==> src/rtl/pipe_hazard_if.sv <==
// Pipeline-to-hazard-controller bundle: stage register IDs and memory status in,
// stage enables/flushes, forwarding selects and trap status out.
interface pipe_hazard_if;
    logic [4:0]  id_rs1;
    logic [4:0]  id_rs2;
    logic [4:0]  ex_rs1;
    logic [4:0]  ex_rs2;
    logic [4:0]  ex_rd;
    logic        ex_reg_wr;
    logic        ex_is_load;
    logic [4:0]  mem_rd;
    logic        mem_reg_wr;
    logic [4:0]  wb_rd;
    logic        wb_reg_wr;
    logic        branch_taken;
    logic        dmem_req;
    logic        dmem_valid;

    logic        pc_en;
    logic        if_id_en;
    logic        id_ex_en;
    logic        ex_mem_en;
    logic        mem_wb_en;
    logic        if_id_flush;
    logic        id_ex_flush;
    logic [1:0]  fwd_a;
    logic [1:0]  fwd_b;
    logic        mem_timeout;
    logic [31:0] stall_cnt;

    modport master (
        output id_rs1, id_rs2, ex_rs1, ex_rs2, ex_rd, ex_reg_wr, ex_is_load,
               mem_rd, mem_reg_wr, wb_rd, wb_reg_wr, branch_taken, dmem_req, dmem_valid,
        input  pc_en, if_id_en, id_ex_en, ex_mem_en, mem_wb_en, if_id_flush, id_ex_flush,
               fwd_a, fwd_b, mem_timeout, stall_cnt
    );

    modport slave (
        input  id_rs1, id_rs2, ex_rs1, ex_rs2, ex_rd, ex_reg_wr, ex_is_load,
               mem_rd, mem_reg_wr, wb_rd, wb_reg_wr, branch_taken, dmem_req, dmem_valid,
        output pc_en, if_id_en, id_ex_en, ex_mem_en, mem_wb_en, if_id_flush, id_ex_flush,
               fwd_a, fwd_b, mem_timeout, stall_cnt
    );
endinterface

==> src/rtl/pipe_hazard_ctrl.sv <==
// Stall/flush/forwarding controller for the five-stage RV32I pipeline, with a
// data-memory timeout trap and a stall-cycle counter.
//
// state   | meaning
// RUN     | normal issue; first frozen memory cycle is spent here
// MEMWAIT | data memory busy, pipeline frozen, wait_cnt counts frozen cycles
// ERROR   | memory never answered; pipeline held until reset
module pipe_hazard_ctrl #(
    parameter int MEM_TIMEOUT = 16
) (
    input  logic         clk,
    input  logic         rst,
    pipe_hazard_if.slave hz
);
    localparam int WCW = $clog2(MEM_TIMEOUT + 1);
    localparam logic [WCW-1:0] WAIT_LIMIT = WCW'(MEM_TIMEOUT - 1);

    typedef enum logic [1:0] {RUN, MEMWAIT, ERROR} state_t;

    state_t         state, state_nxt;
    logic [WCW-1:0] wait_cnt, wait_cnt_nxt;
    logic [31:0]    stall_cnt;

    logic freeze, load_use;
    logic pc_en, if_id_en, id_ex_en, ex_mem_en, mem_wb_en;
    logic if_id_flush, id_ex_flush, mem_timeout;
    logic [1:0] fwd_a, fwd_b;

    function automatic logic [1:0] fwd_sel(input logic [4:0] rs,
                                           input logic [4:0] m_rd, input logic m_wr,
                                           input logic [4:0] w_rd, input logic w_wr);
        if (m_wr && (m_rd != 5'd0) && (m_rd == rs))
            return 2'b10;
        else if (w_wr && (w_rd != 5'd0) && (w_rd == rs))
            return 2'b01;
        else
            return 2'b00;
    endfunction

    assign freeze   = hz.dmem_req & ~hz.dmem_valid;
    assign load_use = hz.ex_is_load & hz.ex_reg_wr & (hz.ex_rd != 5'd0) &
                      ((hz.ex_rd == hz.id_rs1) | (hz.ex_rd == hz.id_rs2));

    always_comb begin
        state_nxt    = state;
        wait_cnt_nxt = wait_cnt;
        case (state)
            RUN: begin
                if (freeze) begin
                    state_nxt    = MEMWAIT;
                    wait_cnt_nxt = WCW'(1);
                end
            end
            MEMWAIT: begin
                if (freeze) begin
                    if (wait_cnt == WAIT_LIMIT)
                        state_nxt = ERROR;
                    else
                        wait_cnt_nxt = wait_cnt + 1'b1;
                end else begin
                    state_nxt    = RUN;
                    wait_cnt_nxt = '0;
                end
            end
            ERROR:   state_nxt = ERROR;
            default: state_nxt = RUN;
        endcase
    end

    always_comb begin
        pc_en       = 1'b1;
        if_id_en    = 1'b1;
        id_ex_en    = 1'b1;
        ex_mem_en   = 1'b1;
        mem_wb_en   = 1'b1;
        if_id_flush = 1'b0;
        id_ex_flush = 1'b0;
        mem_timeout = 1'b0;
        fwd_a       = 2'b00;
        fwd_b       = 2'b00;
        if (rst) begin
            // Bubble ID and EX while the rest of the pipeline is reset.
            if_id_flush = 1'b1;
            id_ex_flush = 1'b1;
        end else begin
            fwd_a = fwd_sel(hz.ex_rs1, hz.mem_rd, hz.mem_reg_wr, hz.wb_rd, hz.wb_reg_wr);
            fwd_b = fwd_sel(hz.ex_rs2, hz.mem_rd, hz.mem_reg_wr, hz.wb_rd, hz.wb_reg_wr);
            if ((state == ERROR) || freeze) begin
                pc_en       = 1'b0;
                if_id_en    = 1'b0;
                id_ex_en    = 1'b0;
                ex_mem_en   = 1'b0;
                mem_wb_en   = 1'b0;
                mem_timeout = (state == ERROR);
            end else if (hz.branch_taken) begin
                if_id_flush = 1'b1;
                id_ex_flush = 1'b1;
            end else if (load_use) begin
                pc_en       = 1'b0;
                if_id_en    = 1'b0;
                id_ex_flush = 1'b1;
            end
        end
    end

    always_ff @(posedge clk) begin
        if (rst) begin
            state     <= RUN;
            wait_cnt  <= '0;
            stall_cnt <= '0;
        end else begin
            state    <= state_nxt;
            wait_cnt <= wait_cnt_nxt;
            if (!pc_en && (state != ERROR))
                stall_cnt <= stall_cnt + 32'd1;
        end
    end

    assign hz.pc_en       = pc_en;
    assign hz.if_id_en    = if_id_en;
    assign hz.id_ex_en    = id_ex_en;
    assign hz.ex_mem_en   = ex_mem_en;
    assign hz.mem_wb_en   = mem_wb_en;
    assign hz.if_id_flush = if_id_flush;
    assign hz.id_ex_flush = id_ex_flush;
    assign hz.fwd_a       = fwd_a;
    assign hz.fwd_b       = fwd_b;
    assign hz.mem_timeout = mem_timeout;
    assign hz.stall_cnt   = stall_cnt;
endmodule

==> src/flat_wrapper.sv <==
// flat-port wrapper written by rule: the top's interface ports become plain ports
module pipe_hazard_ctrl_flat 
#(
    parameter int MEM_TIMEOUT = 16
)
  (clk, rst, hz_id_rs1, hz_id_rs2, hz_ex_rs1, hz_ex_rs2, hz_ex_rd, hz_ex_reg_wr, hz_ex_is_load, hz_mem_rd, hz_mem_reg_wr, hz_wb_rd, hz_wb_reg_wr, hz_branch_taken, hz_dmem_req, hz_dmem_valid, hz_pc_en, hz_if_id_en, hz_id_ex_en, hz_ex_mem_en, hz_mem_wb_en, hz_if_id_flush, hz_id_ex_flush, hz_fwd_a, hz_fwd_b, hz_mem_timeout, hz_stall_cnt);
  pipe_hazard_if hz_i ();
  input  logic clk;
  input  logic rst;
  input wire logic [$bits(hz_i.id_rs1)-1:0] hz_id_rs1;
  input wire logic [$bits(hz_i.id_rs2)-1:0] hz_id_rs2;
  input wire logic [$bits(hz_i.ex_rs1)-1:0] hz_ex_rs1;
  input wire logic [$bits(hz_i.ex_rs2)-1:0] hz_ex_rs2;
  input wire logic [$bits(hz_i.ex_rd)-1:0] hz_ex_rd;
  input wire logic [$bits(hz_i.ex_reg_wr)-1:0] hz_ex_reg_wr;
  input wire logic [$bits(hz_i.ex_is_load)-1:0] hz_ex_is_load;
  input wire logic [$bits(hz_i.mem_rd)-1:0] hz_mem_rd;
  input wire logic [$bits(hz_i.mem_reg_wr)-1:0] hz_mem_reg_wr;
  input wire logic [$bits(hz_i.wb_rd)-1:0] hz_wb_rd;
  input wire logic [$bits(hz_i.wb_reg_wr)-1:0] hz_wb_reg_wr;
  input wire logic [$bits(hz_i.branch_taken)-1:0] hz_branch_taken;
  input wire logic [$bits(hz_i.dmem_req)-1:0] hz_dmem_req;
  input wire logic [$bits(hz_i.dmem_valid)-1:0] hz_dmem_valid;
  output wire logic [$bits(hz_i.pc_en)-1:0] hz_pc_en;
  output wire logic [$bits(hz_i.if_id_en)-1:0] hz_if_id_en;
  output wire logic [$bits(hz_i.id_ex_en)-1:0] hz_id_ex_en;
  output wire logic [$bits(hz_i.ex_mem_en)-1:0] hz_ex_mem_en;
  output wire logic [$bits(hz_i.mem_wb_en)-1:0] hz_mem_wb_en;
  output wire logic [$bits(hz_i.if_id_flush)-1:0] hz_if_id_flush;
  output wire logic [$bits(hz_i.id_ex_flush)-1:0] hz_id_ex_flush;
  output wire logic [$bits(hz_i.fwd_a)-1:0] hz_fwd_a;
  output wire logic [$bits(hz_i.fwd_b)-1:0] hz_fwd_b;
  output wire logic [$bits(hz_i.mem_timeout)-1:0] hz_mem_timeout;
  output wire logic [$bits(hz_i.stall_cnt)-1:0] hz_stall_cnt;
  assign hz_i.id_rs1 = hz_id_rs1;
  assign hz_i.id_rs2 = hz_id_rs2;
  assign hz_i.ex_rs1 = hz_ex_rs1;
  assign hz_i.ex_rs2 = hz_ex_rs2;
  assign hz_i.ex_rd = hz_ex_rd;
  assign hz_i.ex_reg_wr = hz_ex_reg_wr;
  assign hz_i.ex_is_load = hz_ex_is_load;
  assign hz_i.mem_rd = hz_mem_rd;
  assign hz_i.mem_reg_wr = hz_mem_reg_wr;
  assign hz_i.wb_rd = hz_wb_rd;
  assign hz_i.wb_reg_wr = hz_wb_reg_wr;
  assign hz_i.branch_taken = hz_branch_taken;
  assign hz_i.dmem_req = hz_dmem_req;
  assign hz_i.dmem_valid = hz_dmem_valid;
  assign hz_pc_en = hz_i.pc_en;
  assign hz_if_id_en = hz_i.if_id_en;
  assign hz_id_ex_en = hz_i.id_ex_en;
  assign hz_ex_mem_en = hz_i.ex_mem_en;
  assign hz_mem_wb_en = hz_i.mem_wb_en;
  assign hz_if_id_flush = hz_i.if_id_flush;
  assign hz_id_ex_flush = hz_i.id_ex_flush;
  assign hz_fwd_a = hz_i.fwd_a;
  assign hz_fwd_b = hz_i.fwd_b;
  assign hz_mem_timeout = hz_i.mem_timeout;
  assign hz_stall_cnt = hz_i.stall_cnt;
  pipe_hazard_ctrl #(.MEM_TIMEOUT(MEM_TIMEOUT)) u_core (.clk(clk), .rst(rst), .hz(hz_i));
endmodule
==> config.mk <==
export PLATFORM = sky130hd
export DESIGN_NAME = pipe_hazard_ctrl_flat
export DESIGN_NICKNAME = d
export VERILOG_FILES = /design/src/rtl/pipe_hazard_if.sv /design/src/rtl/pipe_hazard_ctrl.sv /design/src/flat_wrapper.sv
export SDC_FILE = /design/constraint.sdc
export NUM_CORES = 1
export LEC_CHECK = 0
export ABC_CLOCK_PERIOD_IN_PS = 3000
export CORE_MARGIN = 2
export CORE_UTILIZATION = 45
export DETAILED_ROUTE_END_ITERATION = 8
export HOLD_SLACK_MARGIN = 0.06
export PLACE_DENSITY = 0.8
export SLEW_MARGIN = 20
export SYNTH_ARGS = -nofsm -noshare
export SYNTH_HDL_FRONTEND = slang
export SYNTH_SLANG_ARGS = --single-unit
==> constraint.sdc <==
create_clock -name clk -period 3 [get_ports clk]
set_input_delay 0.9 -clock clk [delete_from_list [all_inputs] [get_ports clk]]
set_output_delay 0.9 -clock clk [all_outputs]
set_load 0.005 [all_outputs]
# Word level (Yosys, flattened, before mapping)

Cells that the tools add are included.

Bits in registers: 39
Input port bits: 44
Logic and storage cells: 69

Add/subtract/negate cells: 2
Equality and inequality tests: 13
Multiplexer cells: 29
Bitwise gates (word level): 6
Reduce and logical (&&, ||, !) cells: 16

Operator list:

| cell                                                             | count |
|---|---|
| 32-bit by 1-bit adder with 32-bit output (second input constant) | 1 |
| 5-bit == test                                                    | 6 |
| 1-bit two-way mux                                                | 17 |
| 5-bit two-way mux                                                | 3 |
| 5-bit nonzero test                                               | 3 |
| 2-bit two-way mux                                                | 7 |
| 5-bit case mux with 2 select lines                               | 1 |
| 1-bit logical AND                                                | 7 |
| 3-bit != test (second input constant)                            | 2 |
| 2-bit case mux with 3 select lines                               | 1 |
| 5-bit by 1-bit adder with 5-bit output (second input constant)   | 1 |
| 5-bit by 4-bit == test with 1-bit output (second input constant) | 1 |
| 1-bit AND                                                        | 4 |
| 3-bit AND reduction                                              | 1 |
| 2-bit by 1-bit == test with 1-bit output (second input constant) | 1 |
| 2-bit == test (second input constant)                            | 1 |
| 2-bit logical NOT                                                | 1 |
| 2-bit by 1-bit != test with 1-bit output (second input constant) | 1 |
| 2-bit != test (second input constant)                            | 1 |
| 2-bit AND reduction                                              | 1 |
| 2-bit nonzero test                                               | 1 |
| 1-bit logical NOT                                                | 1 |
| 1-bit logical OR                                                 | 1 |
| 1-bit NOT                                                        | 1 |
| 1-bit OR                                                         | 1 |

# Logic depth before layout (Yosys ltp)

Gate-level depths: netlist (run 1).

Depth after elaboration: 9
Gate-level depth with buffers: 9
Mapped depth without buffers: 8

# Least setup slack after synthesis (run 1)

No wires, ideal clock.

Path type: input to output
Start point: input port hz_mem_rd[0]
End point: output port hz_fwd_b[0]
Data arrival time: 2.023 ns
Slack: 0.077 ns
Stages: 4
Path buffers: 0
Cell sequence: or4_1 o21ai_0 nor3_1 nor3_1

Longest elaborated chain between the ends: 5

RTL lines:

| element               | RTL line               | RTL |
|---|---|---|
| start: declaration    | flat_wrapper.sv:17     | `input wire logic [$bits(hz_i.mem_rd)-1:0] hz_mem_rd;` |
| 5-bit nonzero test    | pipe_hazard_ctrl.sv:32 | `if (m_wr && (m_rd != 5'd0) && (m_rd == rs))` |
| 1-bit logical AND     | pipe_hazard_ctrl.sv:32 |  |
| 1-bit logical AND (*) | pipe_hazard_ctrl.sv:32 |  |
| 2-bit two-way mux (*) | pipe_hazard_ctrl.sv:32 |  |
| 2-bit two-way mux (*) | pipe_hazard_ctrl.sv:81 | `if (rst) begin` |
| end: declaration      | flat_wrapper.sv:32     | `output wire logic [$bits(hz_i.fwd_b)-1:0] hz_fwd_b;` |

Every way passes the cells marked *; elsewhere a longest branch is shown, timed or not.

# Final worst setup path (run 1)

Start point: input port hz_mem_rd[4]
End point: output port hz_fwd_a[0]

Longest elaborated chain between the ends: 5

RTL lines:

| element               | RTL line               | RTL |
|---|---|---|
| 5-bit nonzero test    | pipe_hazard_ctrl.sv:32 |  |
| 1-bit logical AND     | pipe_hazard_ctrl.sv:32 |  |
| 1-bit logical AND (*) | pipe_hazard_ctrl.sv:32 |  |
| 2-bit two-way mux (*) | pipe_hazard_ctrl.sv:32 |  |
| 2-bit two-way mux (*) | pipe_hazard_ctrl.sv:81 |  |
| end: declaration      | flat_wrapper.sv:31     | `output wire logic [$bits(hz_i.fwd_a)-1:0] hz_fwd_a;` |

Marked as above.

==> results.ini, run 1 <==
[critical_path]
crit_type = primary input to output pin
reg2reg_depth = 6
critPathCaptureType = output pin
cp.required_ns = 2.10
cp_max_fo = 3
worst_ep_arrival_time_ns = 2.18
startpoint_type = primary input

[drt]
vias = 2733
wl_um = 6920
viasPerCell = 5.61
route.detailed.drc = 0
drt_iter0_markers = 167
firstDrtPassIters = 4
final_antenna_net_count = 0
wire_per_inst_um = 14.2

[clock_tree]
clock_sinks = 39
cts.clk_slew.worst_paths_ns = 0.08
ctsRootBufferMaster = clkbuf_8
cts_hold_buf = 0
cts_buffers = 5
insertion_delay_ns = 0.29
tritoncts = built
clockBufferDepth = 2
h-tree-depth = 2

[timing]
maxSlewHeadroom = 0.668
finClkSkew_ns = 0.00439
max_freq_ghz = 0.325
min_period_ns = 3.08
rsz0062_at_grt = yes
fin_ws_ns = -0.0753
drv_slew = 0
setup_tns_ns = -0.156
setup_violations = 4
worst_pin_slew_ns = 0.497
hold_viol_final = 0
fin_crit_sh = 1.03

[power]
swShare = 0.250
power_frac_seq = 0.465
p_int_uw = 845
power_switching_uw = 282
pwr-share-comb = 0.184
p_clk_frac = 0.351
total_power_uw = 1130
leakage_uw = 0.00140
p_per_area_nw_per_um2 = 302
peakVddDrop_v = 0.000195

[grt]
grt_pass1_vias = 2619
grt-ovfl-total = 0
track_usage = 0.227
grt_pass1_wl_um = 11500
antenna_found_initial = 0
grt_max_degree = 29

[logic_synthesis]
synth-edff-count = 0
synth_area_sq_um = 2470
synthFlopType = dfxtp_1
synth_nets = 353
yosys_warnings = 0
yosys-top-cells-area = dfxtp_1 32%, xnor2_1 8.8%, a21oi_1 7.1%, or4_1 5.5%, o31ai_1 4.9%
synth_seq_area_share = 0.315
synth_cells = 306
async_reset_ff_frac = 0
ys_ff_latch = 39
synth_top_cell_area_share = 0.315
synth_top_area_cell = dfxtp_1
avgSynthCellArea_sq_um = 8.09
synth_cell_types = 38

[outcome]
status = finished with violations
violations = negative setup slack

[place]
dpl.hpwl_um = 5010
gp_congestion = 0.865
dp_slack_ns = -0.933
dp.cells = 474
io_buffers = 87

[floorplan]
die_h_um = 78.2
row_count = 27
core_sq_um = 5410
dieArea_sq_um = 6110
io_pins = 88
start_util = 0.458
die_x_um = 78.2

[cells_and_area]
drive_gt1_frac = 0.181
final_cells = 487
finalNetCount = 461
nFillCells = 453
n_antenna_cell = 0
syn_to_final_growth_pct = 50.8
postLayoutCoreUtil = 0.691

[job]
maxCapViolCount = 0

[worst_hold_path]
holdCritPathClass = flip-flop to flip-flop
whs_path_depth = 2

-- timing repair --
| item | in CTS | in global routing |
|---|---|---|
| buffers inserted | 4 | 2 |
| resized for setup | 92 | 22 |
| pin swaps | 17 | 14 |
| setup endpoints to repair | 12 | 12 |
| hold endpoints to repair | 0 | 0 |
-- cells in the final DEF, fill, tap and decap left out, drive strengths merged, types with 4 or more instances in the layout --
cell type,n
buf,48
clkdlybuf4s50,39
dfxtp,39
a21oi,36
xnor2,25
dlygate4sd2,22
or4,18
nand4,17
o31ai,16
nand2,16
o21ai,16
or3,14
nand3,14
nor2,13
dlymetal6s2s,11
and3,10
xor2,9
clkbuf,9
nor3,7
inv,5
and2,4
nand2b,4
-- cell type report --
| class | count | area, sq um | area share |
|---|---|---|---|
| repair buffers | 122 | 1110 | 0.298 |
| multi-input cells | 241 | 1630 | 0.437 |
| clock buffers | 8 | 100 | 0.0268 |
| well taps | 72 | 90.1 | 0.0241 |
| flip-flops and latches | 39 | 781 | 0.209 |
| inverters | 5 | 18.8 | 0.00503 |
-- through the flow --
step | hold slack (ns) | instance area (sq um)
floorplan | 0.446 | 2470
global placement | 0.455 | 3540
detailed placement | 0.471 | 3540
CTS | 0.484 | 3650
global route | 0.524 | 3730
finish | 0.475 | 3730
-- power by group through the flow --
stage	registers (uW)	clock network (uW)	logic, uW
detailed placement	536	0	203
CTS	524	403	200
finish	524	396	207
floorplan	534	0	87.5
global placement	536	0	200
global route	524	430	224
-- per-layer routing --
layer / global-route usage / wire length [um]
met3: 0.0529 / 458
met4: 0.0596 / 89
met5: 0 / 0
met2: 0.391 / 3450
met1: 0.284 / 2930
-- Yosys cell counts (4+ instances only) --
cell type	instances
or4_1	18
xnor2_1	25
buf_6	5
nand2b_1	4
and2_1	4
inv_1	5
and3_1	9
a21oi_1	35
nor3_1	7
nand3_1	13
nand4_1	17
o31ai_1	16
o21ai_0	13
or3_1	14
dfxtp_1	39
xor2_1	9
nor2_1	13
nand2_1	16
clkbuf_1	9
-- registers in the layout, indices dropped and copies added (netlist names) --
name,flops
u_core.hz.stall_cnt,32
u_core.state,2
u_core.wait_cnt,5
-- worst max-delay path, cell delays in order --
cell and delay [ns]:
buf_6 0.09, or4_4 0.55, o21ai_4 0.21, buf_6 0.13
nor3_2 0.04, nor3_1 0.12, buf_2 0.13
-- cell families (layout without fill, tap and decap cells) --
logic type,Yosys count,count (layout),synth area share
AND/OR/NAND/NOR,127,127,0.299
AO/OA/AOI/OAI,75,75,0.179
flip-flops,39,39,0.315
XOR/XNOR,34,34,0.120
buffers and inverters,26,135,0.0607
adder cells (fa/ha/maj),3,3,0.0152
multiplexers,2,2,0.0101
-- worst paths after layout --
kind | startpoint | to | slack [ns]
worst max-delay path | hz_mem_rd[4] | hz_fwd_a[0] | -0.08
worst min-delay path | u_core.wait_cnt[4] | u_core.wait_cnt[4] | 0.48
worst max register to register | u_core.hz.stall_cnt[9] | u_core.hz.stall_cnt[29] | 0.79
worst min register to register | u_core.wait_cnt[4] | u_core.wait_cnt[4] | 0.48
Power figures use the tool's default switching activity.
==> inputs of run 2 (changes only) <==
--- a/config.mk
+++ b/config.mk
@@ -6,11 +6,12 @@
 export NUM_CORES = 1
 export LEC_CHECK = 0
 export ABC_CLOCK_PERIOD_IN_PS = 3000
+export CAP_MARGIN = 15
 export CORE_MARGIN = 2
 export CORE_UTILIZATION = 45
 export DETAILED_ROUTE_END_ITERATION = 8
 export HOLD_SLACK_MARGIN = 0.06
-export PLACE_DENSITY = 0.8
+export PLACE_DENSITY = 0.84
 export SLEW_MARGIN = 20
 export SYNTH_ARGS = -nofsm -noshare
 export SYNTH_HDL_FRONTEND = slang
==> run 2 against run 1 <==
  * The run now ends clean
  * Core utilization shrank 1.1 points
  * Worst setup slack better by 0.10 ns
  * Combinational power decreased by 2%
  * Critical path depth did not move
  * Clock-buffer cell count decreased by 1
  * First-iteration DRC count up 14%
  * Hold slack about the same
  * Sequential share of layout area grew 0.33 points
  * Wire length is 1.0% lower
  * Critical path type unchanged
  * Largest cell class unchanged
==> results.ini, run 2 (synthesis gave the netlist of run 1 again) <==
[drt]
final_antenna_net_count = 0  ; unchanged
viasPerCell = 5.65  ; was 5.61
wire_per_inst_um = 14.2  ; about the same
route.detailed.drc = 0  ; unchanged
vias = 2734  ; was 2733
drt_iter0_markers = 191  ; was 167
firstDrtPassIters = 4  ; unchanged
wl_um = 6850  ; was 6920 um

[grt]
grt_pass1_vias = 2553  ; was 2619
grt_pass1_wl_um = 11100  ; was 11500 um
grt-ovfl-total = 0  ; unchanged
grt_max_degree = 41  ; was 29
antenna_found_initial = 0  ; unchanged
track_usage = 0.219  ; was 0.227

[timing]
setup_violations = 0  ; was 4
setup_tns_ns = 0  ; was -0.156 ns
rsz0062_at_grt = yes  ; unchanged
finClkSkew_ns = 0.00881  ; was 0.00439 ns
maxSlewHeadroom = 0.632  ; was 0.668
drv_slew = 0  ; unchanged
min_period_ns = 2.97  ; was 3.08 ns
worst_pin_slew_ns = 0.548  ; was 0.497 ns
hold_viol_final = 0  ; unchanged
max_freq_ghz = 0.336  ; was 0.325 GHz
fin_crit_sh = 0.991  ; was 1.03

[clock_tree]
cts_hold_buf = 0  ; unchanged
cts_buffers = 5  ; unchanged
tritoncts = built  ; unchanged
cts.clk_slew.worst_paths_ns = 0.07  ; was 0.08 ns
clock_sinks = 39  ; unchanged
clockBufferDepth = 2  ; unchanged
ctsRootBufferMaster = clkbuf_8  ; unchanged
h-tree-depth = 2  ; unchanged
insertion_delay_ns = 0.29  ; about the same

[floorplan]
core_sq_um = 5410  ; unchanged
die_x_um = 78.2  ; unchanged
row_count = 27  ; unchanged
die_h_um = 78.2  ; unchanged
io_pins = 88  ; unchanged
dieArea_sq_um = 6110  ; unchanged
start_util = 0.458  ; unchanged

[cells_and_area]
top_register = u_core.hz.stall_cnt  ; unchanged
reg_top3 = u_core.hz.stall_cnt: 32 flops, u_core.wait_cnt: 5 flops, u_core.state: 2 flops  ; unchanged
largest_register_ffs = 32  ; unchanged
syn_to_final_growth_pct = 48.5  ; was 50.8%
drive_gt1_frac = 0.167  ; was 0.181
layout_commonest_cell = clkdlybuf4s50_1
fin_area_sq_um = 3670  ; was 3730 sq um
finalNetCount = 458  ; was 461
n_antenna_cell = 0  ; unchanged
most-common-layout-cells = 40 x clkdlybuf4s50_1, 39 x dfxtp_1, 33 x a21oi_1, 27 x buf_4  ; was 39 x clkdlybuf4s50_1, 39 x dfxtp_1, 34 x a21oi_1, 30 x buf_4, 24 x xnor2_1

[critical_path]
path_buf_inv = 3  ; unchanged
startpoint_type = primary input  ; unchanged
cpMostUsedCell = buf_2  ; was buf_6
worst_ep_arrival_time_ns = 2.07  ; was 2.18 ns
critPathCaptureType = output pin  ; unchanged
cpPeakStageDelay_ns = 0.51  ; was 0.55 ns
path_cells = buf_2 > or4_1 > o21ai_1 > buf_4 > nor3_2 > nor3_1 > buf_2  ; was buf_6 > or4_4 > o21ai_4 > buf_6 > nor3_2 > nor3_1 > buf_2
cp_top_family = simple AND/OR/NAND/NOR gates  ; unchanged
cp_max_fo = 4  ; was 3
cp.required_ns = 2.10  ; about the same
crit_type = primary input to output pin  ; unchanged
cp_slowest_cell = or4_1  ; was or4_4

[job]
maxCapViolCount = 0  ; unchanged

[place]
gp_congestion = 0.887  ; was 0.865
io_buffers = 87  ; unchanged
dpl.hpwl_um = 5020  ; was 5010 um
placed_cell_area_sq_um = 3540  ; about the same

[power]
leakage_uw = 0.00132  ; was 0.00140 uW
p_per_area_nw_per_um2 = 292  ; was 302 nW/um^2
peakVddDrop_v = 0.000218  ; was 0.000195 V

[outcome]
status = finished, final reports clean  ; was finished with violations

[worst_hold_path]
holdCritPathClass = flip-flop to flip-flop  ; unchanged

==> run 2: cell types whose count changed in the layout (fill, tap and decap cells not counted), sizes merged <==
cell           change
clkinv             +1
clkdlybuf4s50      +1
dlymetal6s2s       -5
clkbuf             -2
dlygate4sd2        +3
clkdlybuf4s15      +2
buf                -3
==> run 2: path summary, 6_finish.rpt <==
kind                                             start                      end  slack (ns)  cells after the start
worst max-delay path                      hz_mem_rd[4]              hz_fwd_b[0]        0.03                      7
worst min-delay path                u_core.wait_cnt[4]       u_core.wait_cnt[4]        0.48                      2
worst max register to register  u_core.hz.stall_cnt[9]  u_core.hz.stall_cnt[29]        0.80                      6
worst min register to register      u_core.wait_cnt[4]       u_core.wait_cnt[4]        0.48                      2
==> run 2: through the flow <==
stage	util	instances	hold WS [ns]	setup slack [ns]	total power (uW)
3_5_place_dp	0.656	471	0.465	-0.781	741
2_1_floorplan	-	306	0.446	0.0768	622
4_1_cts	0.669	481	0.477	-0.0816	1070
6_report	0.680	484	0.475	0.0276	1070
3_3_place_gp	0.656	471	0.455	-0.781	736
5_1_grt	0.680	484	0.507	-0.0444	1120
==> run 2: routing by layer <==
metal / global-route usage / vias up / routed length [um]
li1: - / 1354 / -
met1: 0.260 / 1288 / 2930
met2: 0.384 / 82 / 3390
met3: 0.0552 / 10 / 426
met4: 0.0772 / 0 / 102
met5: 0 / - / 0
==> run 2: cell type report <==
cell class,instances,area (sq um)
Timing Repair Buffer,119,1080
Tap cell,72,90.1
Multi-Input combinational cell,241,1620
Clock inverter,1,5.00
Fill cell,482,1730
Clock buffer,7,76.3
Inverter,5,18.8
Sequential cell,39,781
==> run 2: worst min-delay path, cell delays in order, from the launching register on <==
cell	delay [ns]
dfxtp_1	0.31
nand2b_1	0.06
a21oi_1	0.05
==> run 2: what timing repair did <==
| item | CTS | global route |
|---|---|---|
| pin swaps | 24 | 15 |
| setup buffers | 2 | 3 |
| endpoints found under the setup margin | 12 | 7 |
| endpoints found under the hold margin | 0 | 0 |
| gates cloned | 0 | 0 |
| gates resized for setup | 93 | 15 |
==> run 2: power by group <==
group | leakage (uW) | switching (uW) | internal [uW]
sequential | 0.000314 | 4.22 | 520
clock | 0.0000422 | 183 | 163
combinational | 0.000961 | 90.2 | 113
total | 0.00132 | 277 | 796
